[src/rtl/pipe_elastic_chain_t.sv]
// Elastic register chain: DEPTH valid/ready stages with bubble
// collapsing and a synchronous flush that clears every valid bit.
module pipe_elastic_chain_t #(
  parameter int                   BIT_WIDTH     = 32,
  parameter int                   DEPTH         = 2,
  parameter logic [BIT_WIDTH-1:0] DEFAULT_VALUE = '0,
  parameter int                   OCC_W         = $clog2(DEPTH+1)
) (
  input  logic                 CLK,
  input  logic                 RST,
  input  logic                 FLUSH,
  input  logic                 IN_VALID,
  output logic                 IN_READY,
  input  logic [BIT_WIDTH-1:0] IN_DATA,
  output logic                 OUT_VALID,
  input  logic                 OUT_READY,
  output logic [BIT_WIDTH-1:0] OUT_DATA,
  output logic [OCC_W-1:0]     OCCUPANCY
);

  logic [DEPTH-1:0]     vld_q;
  logic [DEPTH-1:0]     vld_d;
  logic [DEPTH-1:0]     mv;
  logic [BIT_WIDTH-1:0] dat_q [DEPTH];
  logic [BIT_WIDTH-1:0] dat_d [DEPTH];
  logic [OCC_W-1:0]     occ;
  logic                 accept;

  // A stage moves if its successor is empty or moving itself
  always_comb begin
    mv = '0;
    mv[DEPTH-1] = vld_q[DEPTH-1] & OUT_READY;
    for (int i = DEPTH - 2; i >= 0; i--) begin
      mv[i] = vld_q[i] & (~vld_q[i+1] | mv[i+1]);
    end
  end

  assign IN_READY  = ~FLUSH & (~vld_q[0] | mv[0]);
  assign accept    = IN_VALID & IN_READY;
  assign OUT_VALID = vld_q[DEPTH-1] & ~FLUSH;
  assign OUT_DATA  = dat_q[DEPTH-1];

  always_comb begin
    vld_d = vld_q;
    dat_d = dat_q;
    if (FLUSH) begin
      vld_d = '0;
    end else begin
      if (accept) begin
        vld_d[0] = 1'b1;
        dat_d[0] = IN_DATA;
      end else if (mv[0]) begin
        vld_d[0] = 1'b0;
      end
      for (int i = 1; i < DEPTH; i++) begin
        if (mv[i-1]) begin
          vld_d[i] = 1'b1;
          dat_d[i] = dat_q[i-1];
        end else if (mv[i]) begin
          vld_d[i] = 1'b0;
        end
      end
    end
  end

  always_ff @(posedge CLK or posedge RST) begin
    if (RST) begin
      vld_q <= '0;
      for (int i = 0; i < DEPTH; i++) begin
        dat_q[i] <= DEFAULT_VALUE;
      end
    end else begin
      vld_q <= vld_d;
      for (int i = 0; i < DEPTH; i++) begin
        dat_q[i] <= dat_d[i];
      end
    end
  end

  always_comb begin
    occ = '0;
    for (int i = 0; i < DEPTH; i++) begin
      occ = occ + OCC_W'(vld_q[i]);
    end
  end

  assign OCCUPANCY = occ;

  a_in_hold: assert property (
    @(posedge CLK) disable iff (RST)
    IN_VALID && !IN_READY && !FLUSH |=> IN_VALID);

  a_out_hold: assert property (
    @(posedge CLK) disable iff (RST)
    OUT_VALID && !OUT_READY && !FLUSH |=> OUT_VALID);

endmodule

[config.mk]
export PLATFORM = sky130hd
export DESIGN_NAME = pipe_elastic_chain_t
export DESIGN_NICKNAME = d
export VERILOG_FILES = /design/src/rtl/pipe_elastic_chain_t.sv
export SDC_FILE = /design/constraint.sdc
export NUM_CORES = 1
export LEC_CHECK = 0
export ABC_AREA = 1
export BUFFER_PORTS_ARGS = -buffer_cell sky130_fd_sc_hd__buf_2
export CAP_MARGIN = 20
export CORE_ASPECT_RATIO = 1.75
export CORE_MARGIN = 5
export CORE_UTILIZATION = 51
export CTS_CLUSTER_SIZE = 24
export DETAILED_ROUTE_END_ITERATION = 8
export GPL_TIMING_DRIVEN = 1
export PLACE_DENSITY = 0.8
export SETUP_SLACK_MARGIN = 0.15
export SLEW_MARGIN = 20
export SYNTH_ARGS = -nofsm -noshare
export SYNTH_HDL_FRONTEND = slang
export SYNTH_SLANG_ARGS = --single-unit
export TNS_END_PERCENT = 100
[constraint.sdc]
create_clock -name CLK -period 2.26 [get_ports CLK]
set_input_delay 0.226 -clock CLK [delete_from_list [all_inputs] [get_ports CLK]]
set_output_delay 0.226 -clock CLK [all_outputs]
set_load 0.03 [all_outputs]
* Word-level counts from Yosys, hierarchy flattened
Cells that the tools add are included. W data, S select, Z words.
Word-level totals: register bits 66, word-level logic and storage cells 24
Operators by class: $add $sub $neg 1, muxes and demuxes 5, bitwise operators 10, reduce and logical (&&, ||, !) cells 4
Operators by type and width (count):
- $reduce_bool A3 Y1 | 2
- $and A1 B1 Y1 | 5
- $mux W1 | 4
- $reduce_and A2 Y1 | 2
- $not A1 Y1 | 3
- $add A1 B1 Y2 | 1
- $mux W2 | 1
- $or A1 B1 Y1 | 2

* Longest topological paths before layout
Gate-level depths: netlist (run 1).
depth in word-level cells 8, depth in mapped cells 7

* Worst setup path after synthesis (run 1)
Ideal clock, no wire load.
path kind reg-to-output, from register vld_q[1], to output port IN_READY, data arrival time 0.980 ns, required time 2.034 ns, slack 1.054 ns, stages on the path, launching flop included 5, path through dfrtp_1 nand3_2 buf_2 nand2_1 inv_1
Between the ends: word-level cells in the longest chain between the ends 5
Ends and longest elaborated chain:
- start, declared | line 21 | logic [DEPTH-1:0] vld_q;
- start signal, assigned | line 73 | vld_q <= vld_d;
- $and A1 B1 Y1 or $not A1 Y1 (tied branches) | line 32, 34
- $or A1 B1 Y1 * | line 34 | mv[i] = vld_q[i] & (~vld_q[i+1] | mv[i+1]);
- $and A1 B1 Y1 * | line 34
- $or A1 B1 Y1 * | line 38 | assign IN_READY = ~FLUSH & (~vld_q[0] | mv[0]);
- $and A1 B1 Y1 * | line 38
- end, declared | line 13 | output logic IN_READY,
Mark *: on every way between the ends. The rest lies on a longest branch, timed or not.

* Worst setup path after layout (run 1)
from register vld_q[1], to register dat_q, in the netlist OUT_DATA[11]
Between the ends: word-level cells in the longest chain between the ends 4
Ends and longest elaborated chain:
- $and A1 B1 Y1 or $not A1 Y1 (tied branches) | line 32, 34
- $or A1 B1 Y1 * | line 34
- $and A1 B1 Y1 * | line 34
- $reduce_and A2 Y1 (no line) *
- end signal, assigned by index | line 75 | dat_q[i] <= dat_d[i];
- end, declared | line 24 | logic [BIT_WIDTH-1:0] dat_q [DEPTH];
Marked as above. A chain may end at the register's enable or synchronous reset.

==> results of run 1 <==
power groups by stage:
stage | Sequential, uW | Combinational (uW) | Clock, uW
2_1_floorplan | 1470 | 742 | 0
3_3_place_gp | 1490 | 750 | 0
3_5_place_dp | 1500 | 769 | 0
4_1_cts | 1480 | 772 | 1020
5_1_grt | 1500 | 838 | 1070
6_report | 1480 | 759 | 999
cells in the mapped netlist:
cell	instances	area share
nand4_1	32	0.065
buf_12	1	0.0065
inv_2	1	0.0012
o21ai_2	27	0.077
buf_8	1	0.0049
buf_1	1	0.0012
buf_2	6	0.0098
dfrtp_1	66	0.54
clkbuf_1	4	0.0049
o21ai_1	3	0.0049
buf_4	35	0.086
buf_6	4	0.015
nand3_2	3	0.0098
nor2_1	1	0.0012
nand2_1	98	0.12
ha_1	1	0.0041
inv_1	37	0.045
a21oi_1	1	0.0016
o21ai_0	3	0.0049
worst max-delay path, stage by stage (launching register included):
cell,delay (ps)
dfrtp_1,410
nand2_1,100
nand3_2,100
buf_4,570
nand2_1,160
o21ai_2,90
routing by layer:
layer	routed length, um	vias to the layer above	part of all wire	GRT usage
met5	0	-	0	0
met4	149	0	0.025	0.0823
met3	286	14	0.048	0.0390
met2	3160	54	0.53	0.290
met1	2380	1000	0.40	0.203
li1	-	1075	-	-
final timing paths:
| check | startpoint | endpoint | slack [ps] | cells after the start |
|---|---|---|---|---|
| max | vld_q[1] | OUT_DATA[11] | 710 | 5 |
| min | FLUSH | vld_q[0] | 80 | 2 |
| max reg2reg | vld_q[1] | OUT_DATA[11] | 710 | 5 |
| min reg2reg | dat_q[55] | dat_q[55] | 470 | 2 |
| max in group asynchronous | RST | OUT_DATA[5] | 1130 | 4 |
| min in group asynchronous | RST | OUT_DATA[19] | 460 | 3 |
sequential cells by signal, summed over array words and instances (netlist names):
name,cells
vld_q,2
dat_q,32
OUT_DATA,32
logic make-up (layout without fill, tap and decap cells):
| group | after synthesis | count (layout) | share of synthesized area |
|---|---|---|---|
| AOI/OAI and AO/OA | 34 | 34 | 0.0884 |
| adders and majority gates | 1 | 1 | 0.00407 |
| buffers and inverters | 90 | 133 | 0.174 |
| DFF | 66 | 66 | 0.538 |
| and+or+nand+nor | 134 | 134 | 0.196 |
cell type report:
| cell class | count | area (sq um) | share of cell area |
|---|---|---|---|
| flip-flops and latches | 66 | 1650 | 0.486 |
| multi-input cells | 169 | 886 | 0.261 |
| repair buffers | 79 | 415 | 0.122 |
| clock buffers | 11 | 151 | 0.0446 |
| inverters | 38 | 143 | 0.0420 |
| well taps | 78 | 97.6 | 0.0287 |
| clock inverters | 5 | 52.6 | 0.0155 |
metrics by stage:
stage	worst slack, ps	power, uW	cells	hold slack, ps
6_report	709	3240	446	82.7
5_1_grt	563	3420	446	87.7
4_1_cts	690	3270	446	76.5
3_5_place_dp	689	2270	429	282
3_3_place_gp	756	2240	429	279
2_1_floorplan	379	2220	325	289
==> results_dict.tcl, run 1 <==
set metrics [dict create \
    drt-vias-per-instance 4.80 \
    cts_resized 0 \
    antenna_left 0 \
    grt_pass1_wl_um 9980 \
    cts.sinks 66 \
    worstPathRequired_ps 2530 \
    die_x_um 68.7 \
    synth.avg_cell_area_sq_um 9.45 \
    layout_common_cells "98 x nand2_1, 72 x buf_2, 66 x dfrtp_1" \
    track_usage 0.174 \
    cts-buffers-inserted 9 \
    swShare 0.329 \
    cp_max_fo 62 \
    root_buffer "clkbuf_8" \
    synth_seq_area_share 0.538 \
    critical_path_arrival_ps 1820 \
    syn_nets 363 \
    power.density_nw_per_um2 953 \
    core_sq_um 5880 \
    maxSlewViolCount 0 \
    layout.nets 401 \
    critPathLaunchType "flip-flop" \
    combPwrFrac 0.235 \
    cellInternalPower_uw 2170 \
    final_area_sq_um 3400 \
    grt_start_max_net_pins 63 \
    post-cts-setup-buffer-count 0 \
    hold_viol 0 \
    drt-pass1-iter-count 4 \
    final_common_cell "nand2_1" \
    area_growth_pct 10.6 \
    path_clk_slew_ps 70 \
    placed_area_sq_um 3180 \
    fin_tns_setup_ps 0 \
    leakage_uw 0.00188 \
    ys_types 19 \
    die_y_um 113 \
    cts_tree "yes" \
    drc 0 \
    ios 73 \
    slew_headroom 0.513 \
    clockBufferDepth 2 \
    hold_path_class "primary input to flip-flop" \
    drt_iter0_markers 97 \
    fin_skew_ps 5.35 \
    diodes 0 \
    setup_viol 0 \
    period_minus_slack_ps 1550 \
    initial_utilization 0.522 \
    fin_crit_sh 0.686 \
    dp_hpwl_um 4170 \
    synth_area_sq_um 3070 \
    dieArea_sq_um 7740 \
    grt_setup_unrepaired "false" \
    ir_drop_v 0.000467 \
    final_layout_size_suffix_gt1_frac 0.342 \
    ys_warn_count 0 \
    synthCells 325 \
    grt_antenna_before_repair 0 \
    grt_pass1_vias 2167 \
    grt.overflow.total 0 \
    worst_pin_slew_ps 730 \
    cts-hold-fix-buffers 1 \
    numPortBuffers 72 \
    num_rows 37 \
    clock_latency_ps 340 \
    gp_congestion 0.818 \
    synth-seq-cells 66 \
    worstSetupPathType "flip-flop to flip-flop" \
    post-route-util 0.578 \
    pwr-share-clk 0.309 \
    fmax_mhz 645 \
    drv_cap 0 \
    fillers 538 \
    status "finished, final reports clean" \
    end_kind "flip-flop" \
    wl_um 5980 \
    vias 2143 \
    p_sw_uw 1060 \
    pwr-share-seq 0.457 \
    avgRoutedWirePerCell_um 13.4 \
    htree_levels 3 \
]
Power figures use the tool's default switching activity.
==> inputs of run 2 (changes only) <==
Settings changed: ABC_AREA 1 to 0, CORE_UTILIZATION 51 to 47, PLACE_DENSITY 0.8 to 0.79.
Clock period 2.26 ns to 1.4 ns, I/O delays scaled along.
==> run 2 against run 1 <==
  * The run now ends with setup timing left
  * Total power up 80%
  * Setup slack got worse by 980 ps
  * Register-to-register slack lost 980 ps
  * Cell count fell by 26%
  * Critical path depth down 1
  * Clock power increased by 41%
  * First-iteration DRC count fell by 18%
  * Critical endpoint is now dat_q[43]
==> results_dict.tcl, run 2 <==
set metrics [dict create \
    synth_most_common_cell "dfrtp_1" \
    synth_top_family_by_area "multiplexers" \
    synthTopCellsByArea "dfrtp_1 57%, mux2_4 16%, mux2_2 13%" \
    worst_pin_slew_ps 347 \
    fin_skew_ps 9.08 \
    drt_iter0_markers 80 \
    crit_chain "and3b_2 > or3b_4 > buf_12 > mux2_4" \
    combPwrFrac 0.317 \
    synth-compound-area-share 0 \
    wl_um 5840 \
    fin_crit_sh 1.19 \
    cts-buffers-inserted 9 \
    violations "setup timing" \
    antenna_left 0 \
    ios 73 \
    grt_antenna_before_repair 0 \
    worstPathRequired_ps 1630 \
    synthCells 181 \
    layout.nets 288 \
    drt-vias-per-instance 4.71 \
    muxShareOfSynthArea 0.288 \
    max_stage_delay_ps 430 \
    synth_seq_area_share 0.571 \
    fmax_mhz 598 \
    synth_area_sq_um 2890 \
    fin_tns_setup_ps -14280 \
    area_growth_pct 29.2 \
    path_clk_slew_ps 70 \
    layout_common_cells "68 x buf_2, 66 x dfrtp_1, 62 x mux2_4" \
    final_layout_size_suffix_gt1_frac 0.701 \
    cts.sinks 66 \
    clock_latency_ps 350 \
    hold_path_class "primary input to flip-flop" \
    async_flop_share 1.00 \
    synth_flop_cell "dfrtp_1" \
    grt.overflow.total 0 \
    synth-seq-cells 66 \
    grt_setup_unrepaired "true" \
    holdWs_ps 21.3 \
    power.density_nw_per_um2 1560 \
    grt_start_max_net_pins 67 \
    synth_edf_count 0 \
    numPortBuffers 72 \
    die_y_um 114 \
    slew_headroom 0.769 \
    period_minus_slack_ps 1670 \
    avgRoutedWirePerCell_um 17.6 \
    p_sw_uw 1890 \
    drc 0 \
    critPathLaunchType "flip-flop" \
    maxSlewViolCount 0 \
    swShare 0.324 \
    drv_cap 0 \
    ir_drop_v 0.000967 \
    die_x_um 69.3 \
    cp_max_fo 13 \
    synth.avg_cell_area_sq_um 16.0 \
    drt-pass1-iter-count 4 \
    initial_utilization 0.488 \
    synthSimpleGateAreaFrac 0.0221 \
    core_sq_um 5930 \
    dieArea_sq_um 7880 \
    ys_warn_count 0 \
    hold_viol 0 \
    status "complete, but fails checks" \
    grt_pass1_vias 1732 \
    worst_path_max_delay_cell "or3b_4" \
    end_kind "flip-flop" \
    track_usage 0.157 \
    diodes 0 \
    pwr-share-clk 0.241 \
    setup_viol 68 \
    critical_path_arrival_ps 1900 \
    vias 1563 \
    ys_types 15 \
    grt_pass1_wl_um 9160 \
    yosysTopAreaCellShare 0.571 \
    gp_congestion 0.681 \
    num_rows 37 \
    htree_levels 3 \
    synth_top_area_cell "dfrtp_1" \
    synth_xor_area_frac 0 \
    root_buffer "clkbuf_8" \
    cts_tree "yes" \
    cellInternalPower_uw 3950 \
    syn_nets 219 \
    pwr-share-seq 0.442 \
    dp_hpwl_um 3700 \
    post-route-util 0.630 \
    power_uw 5830 \
    yosys.area_share.adder 0.00433 \
    leakage_uw 0.00190 \
    clockBufferDepth 2 \
    synth_common_cells "66 x dfrtp_1, 34 x mux2_2, 32 x buf_4, 30 x mux2_4, 5 x nor2_1" \
    worstSetupPathType "flip-flop to flip-flop" \
    fin_ws_ps -273 \
    final_common_cell "buf_2" \
]
-- run 2: changes by cell type after synthesis, moves of 27 or more --
cell | before | now
o21ai_2 | 27 | 0
nand2_1 | 98 | 0
mux2_4 | 0 | 30
mux2_2 | 0 | 34
nand4_1 | 32 | 0
inv_1 | 37 | 1
-- run 2: power by group through the flow --
stage                     Combinational [uW]  Sequential [uW]  Clock (uW)
after CTS                               1850             2580        1460
after floorplan                         1760             2530           0
final                                   1850             2580        1410
after global placement                  1750             2590           0
after detailed placement                1780             2610           0
after global routing                    1950             2640        1540
-- run 2: logic make-up (layout without fill, tap and decap cells) --
logic type,Yosys count,in the layout
flops,66,66
mux,64,64
buf+inv,40,113
simple gates,10,10
fa+ha+maj,1,1
-- run 2: timing repair --
item,in CTS,in global routing
resized for setup,14,8
hold endpoints to repair,70,0
endpoints found under the setup margin,68,68
hold buffers,5,0
pin swaps,1,1
setup buffers,4,3
cloned,2,2
-- run 2: metal layers --
| layer | share of wire | vias to the layer above | GRT usage |
|---|---|---|---|
| li1 | - | 723 | - |
| met1 | 0.40 | 783 | 0.183 |
| met2 | 0.53 | 49 | 0.248 |
| met3 | 0.053 | 8 | 0.0556 |
| met4 | 0.022 | 0 | 0.0939 |
| met5 | 0 | - | 0 |
-- run 2: layout make-up --
type                    instances  area [sq um]
clock buffers                  12           155
well taps                      78          97.6
flip-flops and latches         66          1650
multi-input cells              75          1060
inverters                       1          7.51
repair buffers                 97           746
clock inverters                 3          15.0
fillers                       477          2190
-- run 2: per-stage QoR --
step / area [sq um] / setup slack (ps) / instances
after floorplan: 3040 / -217 / 181
after global placement: 3280 / -277 / 301
after detailed placement: 3280 / -325 / 301
after CTS: 3640 / -219 / 327
after global routing: 3730 / -300 / 332
final: 3730 / -273 / 332
-- run 2: critical path, delay by kind of cell (launching register included) --
family        cells  cell delay (ps)
buf+inv           1              180
simple gates      2              660
mux               1              300
flops             1              400
-- run 2: worst paths after layout --
check	start	end	slack, ps	cells after the start
max in group asynchronous	RST	OUT_DATA[4]	680	4
min	IN_DATA[22]	dat_q[54]	20	2
max	vld_q[1]	dat_q[43]	-270	4
min reg2reg	dat_q[58]	OUT_DATA[26]	500	1
min in group asynchronous	RST	OUT_DATA[0]	430	4
max reg2reg	vld_q[1]	dat_q[43]	-270	4
==> inputs of run 3 (changes only) <==
Settings changed: CORE_UTILIZATION 47 to 49, CTS_BUF_LIST from default to sky130_fd_sc_hd__clkbuf_4 sky130_fd_sc_hd__clkbuf_8, GPL_ROUTABILITY_DRIVEN from default to 0, PLACE_DENSITY 0.79 to 0.81, SLEW_MARGIN 20 to default.
==> run 3 against run 2 <==
  * The flow still finishes with violations (setup timing)
  * Critical path depth unchanged
  * Maximum frequency increased by 0.17%
  * Combinational power barely moved
  * Die area decreased by 3.6%
  * Sequential share of layout area up 1.0 points
  * Sequential power barely moved
  * First-iteration DRC count shrank 31%
  * Largest cell class unchanged
  * Largest power group unchanged
==> results_dict.tcl, run 3 (synthesis results as in run 2) <==
set metrics [dict create \
    root_buffer "clkbuf_8" \
    leakage_uw 0.00186 \
    pwr-share-seq 0.444 \
    clockBufferDepth 2 \
    clock_latency_ps 340 \
    power.density_nw_per_um2 1590 \
    final_area_sq_um 3650 \
    path_clk_slew_ps 70 \
    drt_iter0_markers 55 \
    fin_cells 326 \
    crit_chain "and3b_1 > or3b_4 > clkbuf_16 > mux2_4" \
    wl_um 5510 \
    drt-vias-per-instance 4.75 \
    place_ws_ps -323 \
    drt-pass1-iter-count 3 \
    fmax_mhz 599 \
    period_minus_slack_ps 1670 \
    worstSetupPathType "flip-flop to flip-flop" \
    grt_pass1_vias 1722 \
    drv_cap 0 \
    reg2reg_slack_ps -270 \
    placed_cells 303 \
    grt_antenna_before_repair 0 \
    ir_drop_v 0.000785 \
    ios 73 \
    hold_viol 0 \
    pwr-share-clk 0.242 \
    antenna_left 0 \
    slew_headroom 0.639 \
    cts_tree "yes" \
    fin_tns_setup_ps -15520 \
    cp_max_fo 7 \
    layout_common_cells "68 x buf_2, 66 x dfrtp_1, 62 x mux2_4" \
    fin_ws_ps -270 \
    combPwrFrac 0.314 \
    violations "setup timing" \
    fin_skew_ps 8.04 \
    critical_path_arrival_ps 1890 \
    worstPathRequired_ps 1620 \
    swShare 0.319 \
    worst_pin_slew_ps 540 \
    grt_setup_unrepaired "true" \
    status "complete, but fails checks" \
    critPathLaunchType "flip-flop" \
    dp_hpwl_um 3670 \
    grt_pass1_wl_um 8940 \
    maxSlewViolCount 0 \
    dieArea_sq_um 7600 \
    htree_levels 3 \
    cts-buffers-inserted 9 \
    track_usage 0.163 \
    initial_utilization 0.496 \
    end_kind "flip-flop" \
    p_sw_uw 1850 \
    final_layout_size_suffix_gt1_frac 0.710 \
    cts.sinks 66 \
    layout.nets 281 \
    numPortBuffers 72 \
    fin_crit_sh 1.19 \
    max_stage_delay_ps 470 \
    num_rows 37 \
    die_y_um 112 \
    setup_viol 67 \
    area_growth_pct 26.3 \
    drc 0 \
    grt.overflow.total 0 \
    hold_path_class "primary input to flip-flop" \
    vias 1550 \
    die_x_um 68.1 \
    post-route-util 0.626 \
    cellInternalPower_uw 3950 \
    avgRoutedWirePerCell_um 16.9 \
    core_sq_um 5830 \
    worst_path_max_delay_cell "or3b_4" \
    final_common_cell "buf_2" \
    placed_area_sq_um 3270 \
    diodes 0 \
    grt_start_max_net_pins 26 \
]
run 3: worst max-delay path, delay by kind of cell (launching register included):
family	cells	cell delay, ps
AND/OR/NAND/NOR	2	660
flip-flops	1	390
multiplexers	1	300
buffers and inverters	1	200
run 3: worst paths after layout:
| check | depth (start not counted) | from | to |
|---|---|---|---|
| setup / recovery | 4 | vld_q[1] | dat_q[47] |
| hold / removal | 2 | IN_DATA[9] | dat_q[41] |
| setup reg to reg | 4 | vld_q[1] | dat_q[47] |
| hold reg to reg | 1 | dat_q[59] | OUT_DATA[27] |
| max in group asynchronous | 4 | RST | OUT_DATA[8] |
| min in group asynchronous | 3 | RST | OUT_DATA[27] |
run 3: layout make-up:
type                    count  area, sq um
fillers                   447         2180
flip-flops and latches     66         1650
multi-input cells          75         1070
repair buffers             90          654
clock buffers              13          160
well taps                  78         97.6
clock inverters             3         15.0
inverters                   1         7.51
run 3: metrics by stage:
step	hold slack (ps)	power, uW
2_1_floorplan	206	4290
3_3_place_gp	202	4330
3_5_place_dp	209	4380
4_1_cts	14.1	5850
5_1_grt	16.9	6100
6_report	30.2	5800
run 3: power by group through the flow:
stage | clock, uW | combinational (uW) | sequential (uW)
after global routing | 1550 | 1920 | 2630
after CTS | 1440 | 1830 | 2580
after detailed placement | 0 | 1770 | 2610
final | 1410 | 1820 | 2570
after global placement | 0 | 1750 | 2580
after floorplan | 0 | 1760 | 2530
run 3: layer usage:
metal	routed length, um	global-route usage	vias up
met1	2160	0.207	781
met2	2910	0.248	47
met3	284	0.0394	12
li1	-	-	710
met4	160	0.0916	0
met5	0	0	-
run 3: repair_timing:
action                                  CTS  global route
buffers inserted                          4             0
endpoints found under the hold margin    20             0
gates cloned                              1             1
gates resized for setup                  26             3
pin swaps                                 1             3
hold buffers                              1             0
endpoints found under the setup margin   68            68
